File: config.mk
export PLATFORM = sky130hd
export DESIGN_NAME = btn_reset_cond
export DESIGN_NICKNAME = d
export VERILOG_FILES = /design/src/rtl/btn_reset_cond.sv
export SDC_FILE = /design/constraint.sdc
export NUM_CORES = 1
export LEC_CHECK = 0
export BUFFER_PORTS_ARGS = -buffer_cell sky130_fd_sc_hd__buf_4
export CAP_MARGIN = 40
export CORE_MARGIN = 5
export CORE_UTILIZATION = 41
export DETAILED_ROUTE_END_ITERATION = 8
export PLACE_DENSITY_LB_ADDON = 0.08
export SLEW_MARGIN = 20
export SYNTH_ARGS = -nofsm -noshare
export SYNTH_HDL_FRONTEND = slang
export SYNTH_SLANG_ARGS = --single-unit
File: constraint.sdc
create_clock -name clk -period 2.5 [get_ports clk]
set_clock_uncertainty 0.1 [all_clocks]
set_input_delay 0 -clock clk [delete_from_list [all_inputs] [get_ports clk]]
set_output_delay 0 -clock clk [all_outputs]
set_load 0.02 [all_outputs]
File: src/rtl/btn_reset_cond.sv
// Board-input conditioner: 2-flop synchronisers, per-channel debounce, stretched reset
// and press/release strobes. Define BTN_LONG_PRESS_EN to enable btn_long strobes.
module btn_reset_cond #(
   parameter int N_BTN       = 2,
   parameter int POR_CYCLES  = 20,
   parameter int DEB_CYCLES  = 50000,
   parameter int LONG_CYCLES = 25000000
) (
   input  logic             clk,
   input  logic             rst,
   input  logic [N_BTN-1:0] btn_raw_n,
   input  logic             rst_btn_raw_n,
   output logic             rst_out,
   output logic             rst_src,
   output logic [N_BTN-1:0] btn_level,
   output logic [N_BTN-1:0] btn_press,
   output logic [N_BTN-1:0] btn_release,
   output logic [N_BTN-1:0] btn_long
);
   localparam int NCH = N_BTN + 1;
   localparam int DW  = $clog2(DEB_CYCLES + 1);
   localparam int PW  = $clog2(POR_CYCLES + 1);
   localparam logic [DW-1:0] DEB_LAST = DW'(DEB_CYCLES - 1);
   localparam logic [PW-1:0] POR_LAST = PW'(POR_CYCLES - 1);

   typedef enum logic {HOLD, RUN} state_t;

   if (N_BTN < 1 || POR_CYCLES < 1 || DEB_CYCLES < 1 || LONG_CYCLES < 1) begin : g_param_check
      $error("btn_reset_cond: all parameters must be >= 1");
   end

   logic [NCH-1:0]   sync1, sync2;
   logic [NCH-1:0]   pressed;
   logic [N_BTN-1:0] level_d;
   logic [DW-1:0]    dc [NCH];
   state_t           state;
   logic [PW-1:0]    pc;

   // Channel N_BTN carries the reset button; the rest are user buttons.
   // NOTE: sequential state uses non-blocking assignments so every flop samples pre-edge values.
   always_ff @(posedge clk) begin
      if (rst) begin
         sync1 <= '1;
         sync2 <= '1;
      end else begin
         sync1 <= {rst_btn_raw_n, btn_raw_n};
         sync2 <= sync1;
      end
   end

   // pressed holds the accepted state inverted (1 = pressed); a sample differs from the
   // stable state exactly when it equals pressed.
   // NOTE: the debounce counter array is a handful of flops, so it is reset like any register.
   always_ff @(posedge clk) begin
      if (rst) begin
         pressed <= '0;
         level_d <= '0;
         for (int i = 0; i < NCH; i++) dc[i] <= '0;
      end else begin
         level_d <= pressed[N_BTN-1:0];
         for (int i = 0; i < NCH; i++) begin
            if (sync2[i] != pressed[i]) begin
               dc[i] <= '0;
            end else if (dc[i] == DEB_LAST) begin
               pressed[i] <= ~sync2[i];
               dc[i]      <= '0;
            end else begin
               dc[i] <= dc[i] + DW'(1);
            end
         end
      end
   end

   always_ff @(posedge clk) begin
      if (rst) begin
         state   <= HOLD;
         pc      <= '0;
         rst_out <= 1'b1;
         rst_src <= 1'b0;
      end else begin
         case (state)
            HOLD: begin
               if (pressed[N_BTN]) begin
                  pc      <= '0;
                  rst_out <= 1'b1;
               end else if (pc == POR_LAST) begin
                  state   <= RUN;
                  pc      <= '0;
                  rst_out <= 1'b0;
               end else begin
                  pc <= pc + PW'(1);
               end
            end
            RUN: begin
               if (pressed[N_BTN]) begin
                  state   <= HOLD;
                  pc      <= '0;
                  rst_out <= 1'b1;
                  rst_src <= 1'b1;
               end
            end
         endcase
      end
   end

   // Strobes are masked, not delayed, so edges seen during reset are never replayed.
   assign btn_level   = pressed[N_BTN-1:0];
   assign btn_press   =  pressed[N_BTN-1:0] & ~level_d & {N_BTN{~rst_out}};
   assign btn_release = ~pressed[N_BTN-1:0] &  level_d & {N_BTN{~rst_out}};

`ifdef BTN_LONG_PRESS_EN
   localparam int LW = $clog2(LONG_CYCLES + 1);
   localparam logic [LW-1:0] LONG_LAST = LW'(LONG_CYCLES - 1);
   localparam logic [LW-1:0] LONG_MAX  = LW'(LONG_CYCLES);

   logic [LW-1:0]    lc [N_BTN];
   logic [N_BTN-1:0] long_r;

   // lc saturates at LONG_CYCLES, so the pulse fires once per press.
   always_ff @(posedge clk) begin
      if (rst) begin
         long_r <= '0;
         for (int i = 0; i < N_BTN; i++) lc[i] <= '0;
      end else begin
         for (int i = 0; i < N_BTN; i++) begin
            long_r[i] <= pressed[i] && (lc[i] == LONG_LAST);
            if (!pressed[i]) begin
               lc[i] <= '0;
            end else if (lc[i] != LONG_MAX) begin
               lc[i] <= lc[i] + LW'(1);
            end
         end
      end
   end

   assign btn_long = long_r & {N_BTN{~rst_out}};
`else
   assign btn_long = '0;
`endif

endmodule

==> run metrics <==
clock sinks=67; Final min period=2.07 ns; hold_sp=sync1[1]; Die Y=just over 100 µm; Area Overhead vs Synth=17.8%; CP Data Required Time=2.50 ns; VDD IR-drop max=~0.26 mV; vias in the first global route=2,217; reg2reg path depth=4; power share of the clock group=0.390; Max FO, Critical Path=15; DR WL/cell=about 11 µm; Post-Syn Area=3390 µm²; initial DRC count=45; share of post-route cells with drive strength above 1=0.107; DR vias/cell=~4.7; DRC viols=0; sw frac=0.236; Internal=approximately 0.0017 W; Filler cells=approximately 770; sequential share of power=0.564; combinational share of power=0.046; Num CTS Buffers=9; Slew headroom=0.480; startpoint type of the worst setup path=register; largest net degree at the start of global routing=18; Total Power=0.00226 W; detailed placement HPWL=3930 µm; Setup TNS=0 ns; count leader, synth=nor2_1; Initial Util=0.416; ys async rst share=0; FP Rows=33; max incr delay on CP=around 0.53 ns; worst reg2reg setup slack=0.43 ns; Yosys top cell area share=0.426; unrepaired setup endpoints after global routing=no; cell count of the worst hold path=1; initial antenna violation count=0; fmax=482 MHz; kind of cell adding the most delay to the critical path=simple AND/OR/NAND/NOR gates; total die area=10,200 µm²; die width=101 µm; Synth Instances=319; area leader, netlist=edfxtp_1; unique cell type count in the Yosys netlist=42; worst r2r src=dc[0][11]; # setup viols final=0; Psw=0.000534 W; routability cong.=0.765; mean cell area of the mapped netlist=about 11 µm²; Post-synth EDFFs=48; grt ovf=0; core area=8130 µm²; area of the multi-input gates=1640 µm²; Routed Antenna Nets=0; register area share after synthesis=0.538; critical-path cell list=or4_1, or4_4, nand2_4, nor2_1; final wirelength=between 5000 and 6000 µm; outcome=completed; 1st-pass router iterations=4; Worst Hold Class=reg2reg; Clock Pin Slew Worst Setup and Hold Paths=0.08 ns; top post-synthesis cells by count=nor2_1, edfxtp_1, xnor2_1; Buf+Inv Stages, Crit Path=0; H-tree depth=3; FF+latch count, synth=67; synth top area cells=edfxtp_1, dfxtp_1, xnor2_1; Worst Hold Path EP=sync2[1]; worst slew pin tran=0.770 ns; IO Port Bufs=12; pins over their slew limit=0; Power Density=approximately 570 nW/µm²; FF/Latch Area=1820 µm²; Main synth FF type=edfxtp_1; first-pass GRT wire length=approximately 9700 µm; slowest CP cell=or4_1; Clock Tree Buf Depth=2; # nets final=~400; Final Hold Viols=0; all-layer global routing usage=0.122; total I/O pin count=15; CP arrival=~2.1 ns; period utilisation layout=0.830; Crit Path Class=reg2reg; # diodes=0; clk_lat worst skew=0.34 ns; CP Capture Type=register; reg2reg end=dc[0][6]; Vias=2,345; leakage=1.43 nW; root buffer cell=clkbuf_8; warnings from Yosys=0; CTS tree=built; total of max-cap violations=0
layout by cell type (no fill, tap or decap), drive strengths merged, types with 6 or more instances in the layout:
| cell type | count |
|---|---|
| nor2 | 55 |
| conb | 50 |
| edfxtp | 48 |
| xnor2 | 25 |
| dfxtp | 19 |
| xor2 | 15 |
| nand3 | 14 |
| buf | 14 |
| nand4 | 14 |
| nand2 | 12 |
| a21oi | 11 |
| clkbuf | 11 |
| nor3 | 10 |
| nor4 | 9 |
| or2 | 8 |
| inv | 8 |
| and3 | 8 |
| dlygate4sd3 | 7 |
| or4 | 7 |
| nor3b | 6 |
power by group through the flow:
stage	Combinational, W	Clock [W]	Sequential (W)
2_1_floorplan	0.0000832	0	0.00129
4_1_cts	0.000104	0.000913	0.00128
6_report	0.000104	0.000882	0.00128
5_1_grt	0.000121	0.000964	0.00128
3_5_place_dp	0.0000947	0	0.00130
3_3_place_gp	0.0000945	0	0.00130
area by class of cell:
class / count / area share
flip-flops and latches: 67 / 0.457
multi-input cells: 281 / 0.410
repair buffers: 21 / 0.0439
clock buffers: 11 / 0.0408
well taps: 105 / 0.0329
clock inverters: 5 / 0.00847
inverters: 7 / 0.00659
how the worst max path moves through the flow:
stage | from | endpoint | slack [ns] | cells after the start
2_1_floorplan | dc[0][11] | dc[0][8] | 0.48 | 5
3_3_place_gp | dc[1][12] | dc[1][3] | 0.42 | 5
3_5_place_dp | dc[1][12] | dc[1][9] | 0.41 | 5
4_1_cts | dc[1][12] | dc[1][9] | 0.41 | 5
5_1_grt | dc[1][12] | dc[1][9] | 0.33 | 5
6_report | dc[0][11] | dc[0][6] | 0.43 | 4
metrics by stage:
| stage | setup slack (ns) | cell area [µm²] | std cells | hold slack [ns] | utilization |
|---|---|---|---|---|---|
| floorplan | 0.485 | 3570 | 367 | -0.0284 | - |
| global placement | 0.417 | 3720 | 474 | 0.0863 | 0.457 |
| detailed placement | 0.413 | 3720 | 474 | 0.0879 | 0.457 |
| CTS | 0.409 | 3990 | 497 | 0.311 | 0.490 |
| global route | 0.333 | 3990 | 497 | 0.330 | 0.490 |
| finish | 0.425 | 3990 | 497 | 0.312 | 0.490 |
state kept, by name, summed over array words and instances (netlist names):
signal / flops
pc: 5
level_d: 2
rst_out: 1
sync1: 3
dc: 48
rst_src: 1
pressed: 3
sync2: 3
state: 1
worst register-to-register path: cells and delay by family, from the launching register on:
| family | cells | cell delay [ns] |
|---|---|---|
| simple gates | 4 | 1.27 |
| flops | 1 | 0.45 |
metal layers:
| layer | share of wire | global-route usage | vias up |
|---|---|---|---|
| li1 | - | - | 1240 |
| met1 | 0.51 | 0.161 | 1076 |
| met2 | 0.44 | 0.180 | 19 |
| met3 | 0.021 | 0.0311 | 10 |
| met4 | 0.024 | 0.0684 | 0 |
| met5 | 0 | 0 | - |
what timing repair did:
action / in CTS / in global routing
endpoints found under the hold margin: 13 / 0
setup buffers: 0 / 0
hold buffers: 7 / 0
gates resized for setup: 0 / 0
cells by family (layout without fill, tap and decap cells):
family          Yosys count  in the layout  synth area share
compound gates           21             21            0.0355
xor+xnor                 40             40             0.103
fa+ha+maj                 4              4            0.0148
buf+inv                  19             44            0.0318
flops                    67             67             0.538
mux                       2              2           0.00591
other cells               2             50           0.00222
simple gates            164            164             0.268
Note: power is estimated with default switching activity, not from simulation.
